`src/rtl/cpu_trace_buffer.sv`:
```
// cpu_trace_buffer: captures the per-cycle PC / instruction / ALU-result
// stream into a circular buffer. A PC-match or forced trigger ends capture
// POST_TRIG samples later. The buffer is then drained oldest-first through a
// registered valid/ready port.
// Build macro TRACE_TIMESTAMP_EN: adds a free-running TS_W-bit cycle counter
// whose value is stored in the MSBs of every entry.
module cpu_trace_buffer #(
   parameter int PC_W      = 32,
   parameter int DATA_W    = 32,
   parameter int DEPTH     = 16,
   parameter int POST_TRIG = 4,
   parameter int TS_W      = 16,
`ifdef TRACE_TIMESTAMP_EN
   localparam int ENTRY_W  = TS_W + PC_W + 2*DATA_W,
`else
   localparam int ENTRY_W  = PC_W + 2*DATA_W + 0*TS_W,
`endif
   localparam int AW       = $clog2(DEPTH)
) (
   input  logic               clk,
   input  logic               reset,
   input  logic               trace_valid,
   input  logic [PC_W-1:0]    trace_pc,
   input  logic [DATA_W-1:0]  trace_instr,
   input  logic [DATA_W-1:0]  trace_alu,
   input  logic               arm,
   input  logic               abort,
   input  logic               trig_en,
   input  logic [PC_W-1:0]    trig_pc,
   input  logic               force_trig,
   output logic [1:0]         state,
   output logic [AW:0]        fill,
   output logic               rd_valid,
   input  logic               rd_ready,
   output logic [ENTRY_W-1:0] rd_data
);

   localparam int FW = AW + 1;
   localparam logic [AW:0]   DEPTH_F = FW'(DEPTH);
   localparam logic [AW-1:0] POST_L  = AW'(POST_TRIG);

   typedef enum logic [1:0] {
      S_IDLE  = 2'd0,
      S_ARMED = 2'd1,
      S_POST  = 2'd2,
      S_DONE  = 2'd3
   } state_t;

   state_t              r_state;
   state_t              w_next;
   logic [AW-1:0]       r_wr_ptr;
   logic [AW:0]         r_fill;
   logic [AW-1:0]       r_post_cnt;
   logic [AW-1:0]       r_rd_ptr;
   logic [AW:0]         r_rd_rem;
   logic                r_rd_valid;
   logic [ENTRY_W-1:0]  r_rd_data;
   logic [ENTRY_W-1:0]  r_mem [DEPTH];

   logic [ENTRY_W-1:0]  w_entry;
   logic                w_write;
   logic                w_trig;
   logic                w_post_done;
   logic                w_accept;
   logic                w_drain_end;
   logic [AW-1:0]       w_rd_start;

`ifdef TRACE_TIMESTAMP_EN
   logic [TS_W-1:0]     r_ts;

   // Free-running cycle counter; wraps naturally at 2^TS_W
   always_ff @(posedge clk or negedge reset) begin
      if (!reset) r_ts <= '0;
      else        r_ts <= r_ts + 1'b1;
   end

   assign w_entry = {r_ts, trace_pc, trace_instr, trace_alu};
`else
   assign w_entry = {trace_pc, trace_instr, trace_alu};
`endif

   // A write or trigger coinciding with abort is dropped
   assign w_write     = trace_valid && !abort &&
                        ((r_state == S_ARMED) || (r_state == S_POST));
   assign w_trig      = trace_valid && !abort && (r_state == S_ARMED) &&
                        (force_trig || (trig_en && (trace_pc == trig_pc)));
   assign w_post_done = w_write && (r_state == S_POST) && (r_post_cnt == AW'(1));
   assign w_accept    = (r_state == S_DONE) && r_rd_valid && rd_ready;
   assign w_drain_end = w_accept && (r_rd_rem == FW'(1));
   // Oldest entry: once the buffer has wrapped it sits at the write pointer
   assign w_rd_start  = (r_fill == DEPTH_F) ? r_wr_ptr : '0;

   // State register
   always_ff @(posedge clk or negedge reset) begin
      if (!reset) r_state <= S_IDLE;
      else        r_state <= w_next;
   end

   // Next-state logic; abort overrides every other request
   always_comb begin
      w_next = r_state;
      if (abort) begin
         w_next = S_IDLE;
      end else begin
         case (r_state)
            S_IDLE:  if (arm)         w_next = S_ARMED;
            S_ARMED: if (w_trig)      w_next = (POST_TRIG == 0) ? S_DONE : S_POST;
            S_POST:  if (w_post_done) w_next = S_DONE;
            S_DONE:  if (w_drain_end) w_next = S_IDLE;
            default:                  w_next = S_IDLE;
         endcase
      end
   end

   // Capture pointers, fill level, post-trigger count and registered read port
   always_ff @(posedge clk or negedge reset) begin
      if (!reset) begin
         r_wr_ptr   <= '0;
         r_fill     <= '0;
         r_post_cnt <= '0;
         r_rd_ptr   <= '0;
         r_rd_rem   <= '0;
         r_rd_valid <= 1'b0;
         r_rd_data  <= '0;
      end else if (abort) begin
         r_fill     <= '0;
         r_rd_valid <= 1'b0;
      end else begin
         if ((r_state == S_IDLE) && arm) begin
            r_wr_ptr   <= '0;
            r_fill     <= '0;
            r_post_cnt <= '0;
         end
         if (w_write) begin
            r_wr_ptr <= r_wr_ptr + 1'b1;
            if (r_fill != DEPTH_F) r_fill <= r_fill + 1'b1;
         end
         if (w_trig) begin
            r_post_cnt <= POST_L;
         end else if (w_write && (r_state == S_POST)) begin
            r_post_cnt <= r_post_cnt - 1'b1;
         end
         if (r_state == S_DONE) begin
            if (!r_rd_valid) begin
               // First cycle in DONE: present the oldest entry
               r_rd_data  <= r_mem[w_rd_start];
               r_rd_ptr   <= w_rd_start + 1'b1;
               r_rd_rem   <= r_fill;
               r_rd_valid <= 1'b1;
            end else if (rd_ready) begin
               if (r_rd_rem == FW'(1)) begin
                  r_rd_valid <= 1'b0;
                  r_fill     <= '0;
               end else begin
                  r_rd_data <= r_mem[r_rd_ptr];
                  r_rd_ptr  <= r_rd_ptr + 1'b1;
                  r_rd_rem  <= r_rd_rem - 1'b1;
               end
            end
         end
      end
   end

   // Trace RAM write port; contents are never reset
   always_ff @(posedge clk) begin
      if (w_write) r_mem[r_wr_ptr] <= w_entry;
   end

   assign state    = r_state;
   assign fill     = r_fill;
   assign rd_valid = r_rd_valid;
   assign rd_data  = r_rd_data;

endmodule
```
`config.mk`:
```
export PLATFORM = sky130hd
export DESIGN_NAME = cpu_trace_buffer
export DESIGN_NICKNAME = d
export VERILOG_FILES = /design/src/rtl/cpu_trace_buffer.sv
export SDC_FILE = /design/constraint.sdc
export NUM_CORES = 2
export LEC_CHECK = 0
export CAP_MARGIN = 20
export CORE_MARGIN = 2
export CORE_UTILIZATION = 40
export CTS_BUF_LIST = sky130_fd_sc_hd__clkbuf_8
export CTS_CLUSTER_SIZE = 25
export DETAILED_ROUTE_END_ITERATION = 12
export GPL_TIMING_DRIVEN = 0
export PLACE_DENSITY_LB_ADDON = 0.3
export SYNTH_ARGS = -nofsm -noshare
export SYNTH_HDL_FRONTEND = slang
export SYNTH_SLANG_ARGS = --single-unit
```
`constraint.sdc`:
```
create_clock -name clk -period 5.6 [get_ports clk]
set_clock_uncertainty 0.2 [all_clocks]
set_input_delay 0.56 -clock clk [delete_from_list [all_inputs] [get_ports clk]]
set_output_delay 0.56 -clock clk [all_outputs]
set_load 0.02 [all_outputs]
```
* Yosys cells after proc, flatten, opt, wreduce, memory -nomap -nowiden
Memory sizes are Yosys's and may differ from the RTL's.
Index checks and enable logic that the tools add are counted.
** Word-level totals
- Bits in registers :: 121
- Bits in latches :: 0
- RAM bits :: 1536
- Memory bits (read-only) :: 0
- Input port bits :: 136
- Output and inout bits :: 104
- Logic and storage cells :: 87
- Memories kept :: 1
** Memories
- r_mem :: depth 16, bits a word 96, rd ports 2, clocked after Yosys merged registers in 0, wr ports 1, line 58 : logic [ENTRY_W-1:0] r_mem [DEPTH];
** Operators by class
- Add/sub/neg operators :: 6
- $mul :: 0
- Div/mod/pow operators :: 0
- Magnitude comparators :: 0
- Eq/ne operators :: 14
- Shift-type cells :: 0
- Mux-type cells :: 35
- Bitwise operators :: 1
- Reductions and logical operators :: 22
** Operator list (number)
- $mux 96 :: 3
- $mux 5 :: 11
- $eq 32x32->1 :: 1
- $mux 4 :: 8
- $add 4x1->4 const B :: 3
- $ne 3x3->1 const B :: 4
- $logic_and 1x1->1 :: 11
- $mux 2 :: 5
- $pmux 2 s4 :: 1
- $reduce_and 4->1 :: 2
- $mux 1 :: 7
- $add 5x1->5 const B :: 1
- $eq 5x1->1 const B :: 1
- $eq 5x5->1 const B :: 1
- $ne 5x5->1 const B :: 1
- $sub 5x1->5 const B :: 1
- $eq 2x2->1 const B :: 2
- $eq 4x1->1 const B :: 1
- $ne 2x2->1 const B :: 2
- $reduce_and 2->1 :: 2
- $reduce_bool 2->1 :: 2
- $sub 4x1->4 const B :: 1
- $reduce_bool 3->1 :: 1
- $eq 2x1->1 const B :: 1
- other kinds (4) :: 5

* Longest topological paths before layout
- Depth after elaboration :: 10
- Gate-level depth with buffers :: 13
- Mapped depth without buffers :: 9

* Worst setup path before layout
OpenSTA, ideal clock, no wires.
- Path kind :: reg-to-reg
- Start point :: register r_wr_ptr[0]
- End point :: memory r_mem[10][0] (netlist name), enable pin
- Setup time :: 0.466 ns
- Arrival :: 3.890 ns
- Data required time :: 4.934 ns
- Path slack :: 1.044 ns
- Stages on the path, launching flop included :: 8
- Path buffers :: 4
- Clock period less this slack :: 4.556 ns
- Cell sequence :: dfrtp_1 buf_4 inv_2 clkbuf_1 buf_2 clkbuf_1 ha_1 and3_1
** RTL lines
- from (decl) :: line 51 : logic [AW-1:0] r_wr_ptr;
- from (signal assigned) :: line 135 : r_wr_ptr <= r_wr_ptr + 1'b1;
- to (decl) :: line 58
No word-level cell before the write port.

* Final worst setup path
- Start point :: register r_wr_ptr[2]
- End point :: memory r_mem[5][44] (netlist name), enable pin
No word-level cell before the write port.

==> flow_summary.ini <==
[global_routing]
grt_usage_pct = 31.8
grt-ovfl-total = 0
grt_max_degree = 69
grt_first_pass_wirelength_um = 440000
antenna_found_initial = 31
grt_pass1_vias = 56900

[critical_path]
start_kind = flop
path_delay_family = buffers and inverters
crit_slowest_cell = buf_2
path_class = flop to flop
crit_buf_inv = 7
cp.arrival_ps = 5670
critPathMaxStageDelay_ps = 600
end_kind = flop
worstPathMaxFanout = 40
r2r_setup_slack_ps = 420
path_common_cell = buf_2
crit_required_ps = 6090
cp_cell_sequence = clkbuf_1, buf_2, buf_2, buf_2, clkbuf_1, nand2_1, nor2_1, and2_4, buf_16, buf_16

[final_layout]
drive_above_1_share_pct = 19.7
fin_cells = 8571
fin_nets = 5940
utilization_pct = 46.7
area_growth_syn_to_layout_pct = 16.3

[drt]
wirelength_um = 325000
wire_per_inst_um = 37.9
drt_iter0_drc = 10900
dr.pass1.iters = 7
ant_nets = 0
drc = 0
avgViaCountPerCell = 6.87
via_count = 58900

[logic_synthesis]
netlist_instances = 5176
synth_top_area_share_pct = 59.0
ys_seq_elements = 1657
avgSynthCellArea_um2 = 15.1
synth_compound_area_share_pct = 11.6
muxShareOfSynthArea_pct = 17.2
ys.flop_type = edfxtp_1
synthAdderAreaFrac_pct = 0.256
synth-xor-area-share_pct = 0.359
yosys-top-cells-area = edfxtp_1, mux4_2, mux2i_1
yosysMostFrequentCell = edfxtp_1
synth_edf_count = 1536
yosys.area_share.simple_pct = 4.97
syn-cell-area_um2 = 78100
synth_top_cells_by_count = edfxtp_1, mux4_2, mux2i_1
ys_warn_count = 0
syn_nets = 5328
synth_cell_types = 67
synth_top_area_cell = edfxtp_1
synth_top_family_by_area = multiplexers
yosysSeqAreaShare_pct = 62.9
async_flop_share_pct = 7.30

[timing]
rsz0062_at_grt = false
max_freq_ghz = 0.193
slew_headroom_pct = 12.8
setup_viol = 0
hold_violations = 0
worstMarginPinSlew_ps = 1310
period_share_pct = 92.4
post-route-min-period_ps = 5180
hold_ws_ps = 61.1
final_max_slew_viol_count = 0

[clock_network]
clk-insertion-delay-late_ps = 1080
root_buffer = clkbuf_8
numCtsBuffers = 292
cts_buffer_depth = 4
hold_buffers = 3
cts_setup_buffers = 0
clock-sinks = 1657
cts_max_level = 5
cts_tree = yes
clkSlewWorstSetupHoldPaths_ps = 60
cts_resized = 0

[min_path]
hold_class = input pin to flop

[die]
die_w_um = 446
coreArea_um2 = 195000
core.rowCount = 162
die_area_um2 = 199000
initial_utilization_pct = 40.2
die_height_um = 446
ios = 240

[power]
ir_drop_v = 0.000231
powerDensity_nw_per_um2 = 380
p_leak_nw = 29.2

[job]
timing.max_cap.violations = 0

[placed_design]
dp.final_hpwl_um = 210000
routabilityCongestion = 0.954
io_buffer_count = 239
placed_cells = 8020

[run_status]
status = finished clean
[cell type report]
cell class,instances,area [µm²]
clock inverters,179,881
fillers,16800,104000
multi-input cells,3055,27000
inverters,12,45.0
plain buffers,452,2050
repair buffers,318,4000
well taps,2542,3180
flip-flops and latches,1657,49200
clock buffers,330,4540
diodes,26,65.1
[cells in the final DEF, fill, tap and decap left out, types with 32 or more instances in the layout]
master and n:
a211oi_1 288, a21oi_1 248, a22oi_1 103, a31oi_1 47, a32oi_1 66, and3_1 87, buf_1 35, buf_16 35
buf_2 156, buf_8 32, clkbuf_1 225, clkbuf_8 330, clkdlybuf4s50_1 238, clkinv_1 37, dfrtp_1 121, edfxtp_1 1536
inv_1 117, mux2_2 159, mux2i_1 334, mux4_2 359, nand2_1 329, nand4_1 48, nor2_1 117, nor2b_1 103
o211ai_1 79, o21ai_0 178, o221ai_1 100, o22ai_1 87
[metal layers]
metal	track usage [%]	part of all wire [%]	vias to the layer above	routed length [µm]
li1	-	-	22600	-
met4	19.9	7.3	10	23600
met5	0.244	0.022	-	70
met2	46.7	43	5634	140000
met1	39.6	35	29400	113000
met3	11.7	15	1324	48500
[state kept, by name, indices dropped and copies added (netlist names)]
register    cells
fill            5
r_mem        1536
r_post_cnt      4
r_rd_ptr        4
r_rd_rem        5
r_wr_ptr        4
rd_data        96
rd_valid        1
state           2
[stage by stage]
step / TNS (ps) / instance area [µm²] / worst slack (ps) / power (mW)
6_report: 0 / 90900 / 424 / 34.6
2_1_floorplan: 0 / 78100 / 1040 / 19.4
4_1_cts: 0 / 90600 / 632 / 34.1
3_3_place_gp: -5681760 / 83700 / -4240 / 23.3
3_5_place_dp: 0 / 85200 / 652 / 23.5
5_1_grt: 0 / 90800 / 496 / 35.2
[where the power goes]
part           switching (mW)  leakage [nW]  internal [mW]  total [mW]
combinational            6.06          10.6           3.37        9.43
clock                    5.18          3.19           5.64        10.8
sequential              0.375          15.4           13.9        14.3
[final timing paths]
| check | endpoint | start | depth (start not counted) |
|---|---|---|---|
| max | r_mem[5][44] | r_wr_ptr[2] | 10 |
| min | state[1] | abort | 2 |
| max reg2reg | r_mem[5][44] | r_wr_ptr[2] | 10 |
| min reg2reg | rd_data[83] | rd_data[83] | 2 |
| max in group asynchronous | rd_data[27] | reset | 4 |
| min in group asynchronous | rd_data[55] | reset | 3 |
[logic make-up (layout without fill, tap and decap cells)]
family | count (synthesis) | count (layout)
AND/OR/NAND/NOR | 802 | 802
AO/OA/AOI/OAI | 1334 | 1334
multiplexers | 871 | 871
adder cells (fa/ha/maj) | 16 | 16
buffers and inverters | 464 | 1291
flip-flops | 1657 | 1657
XOR/XNOR | 32 | 32
other | 0 | 26
Power figures use the tool's default switching activity.
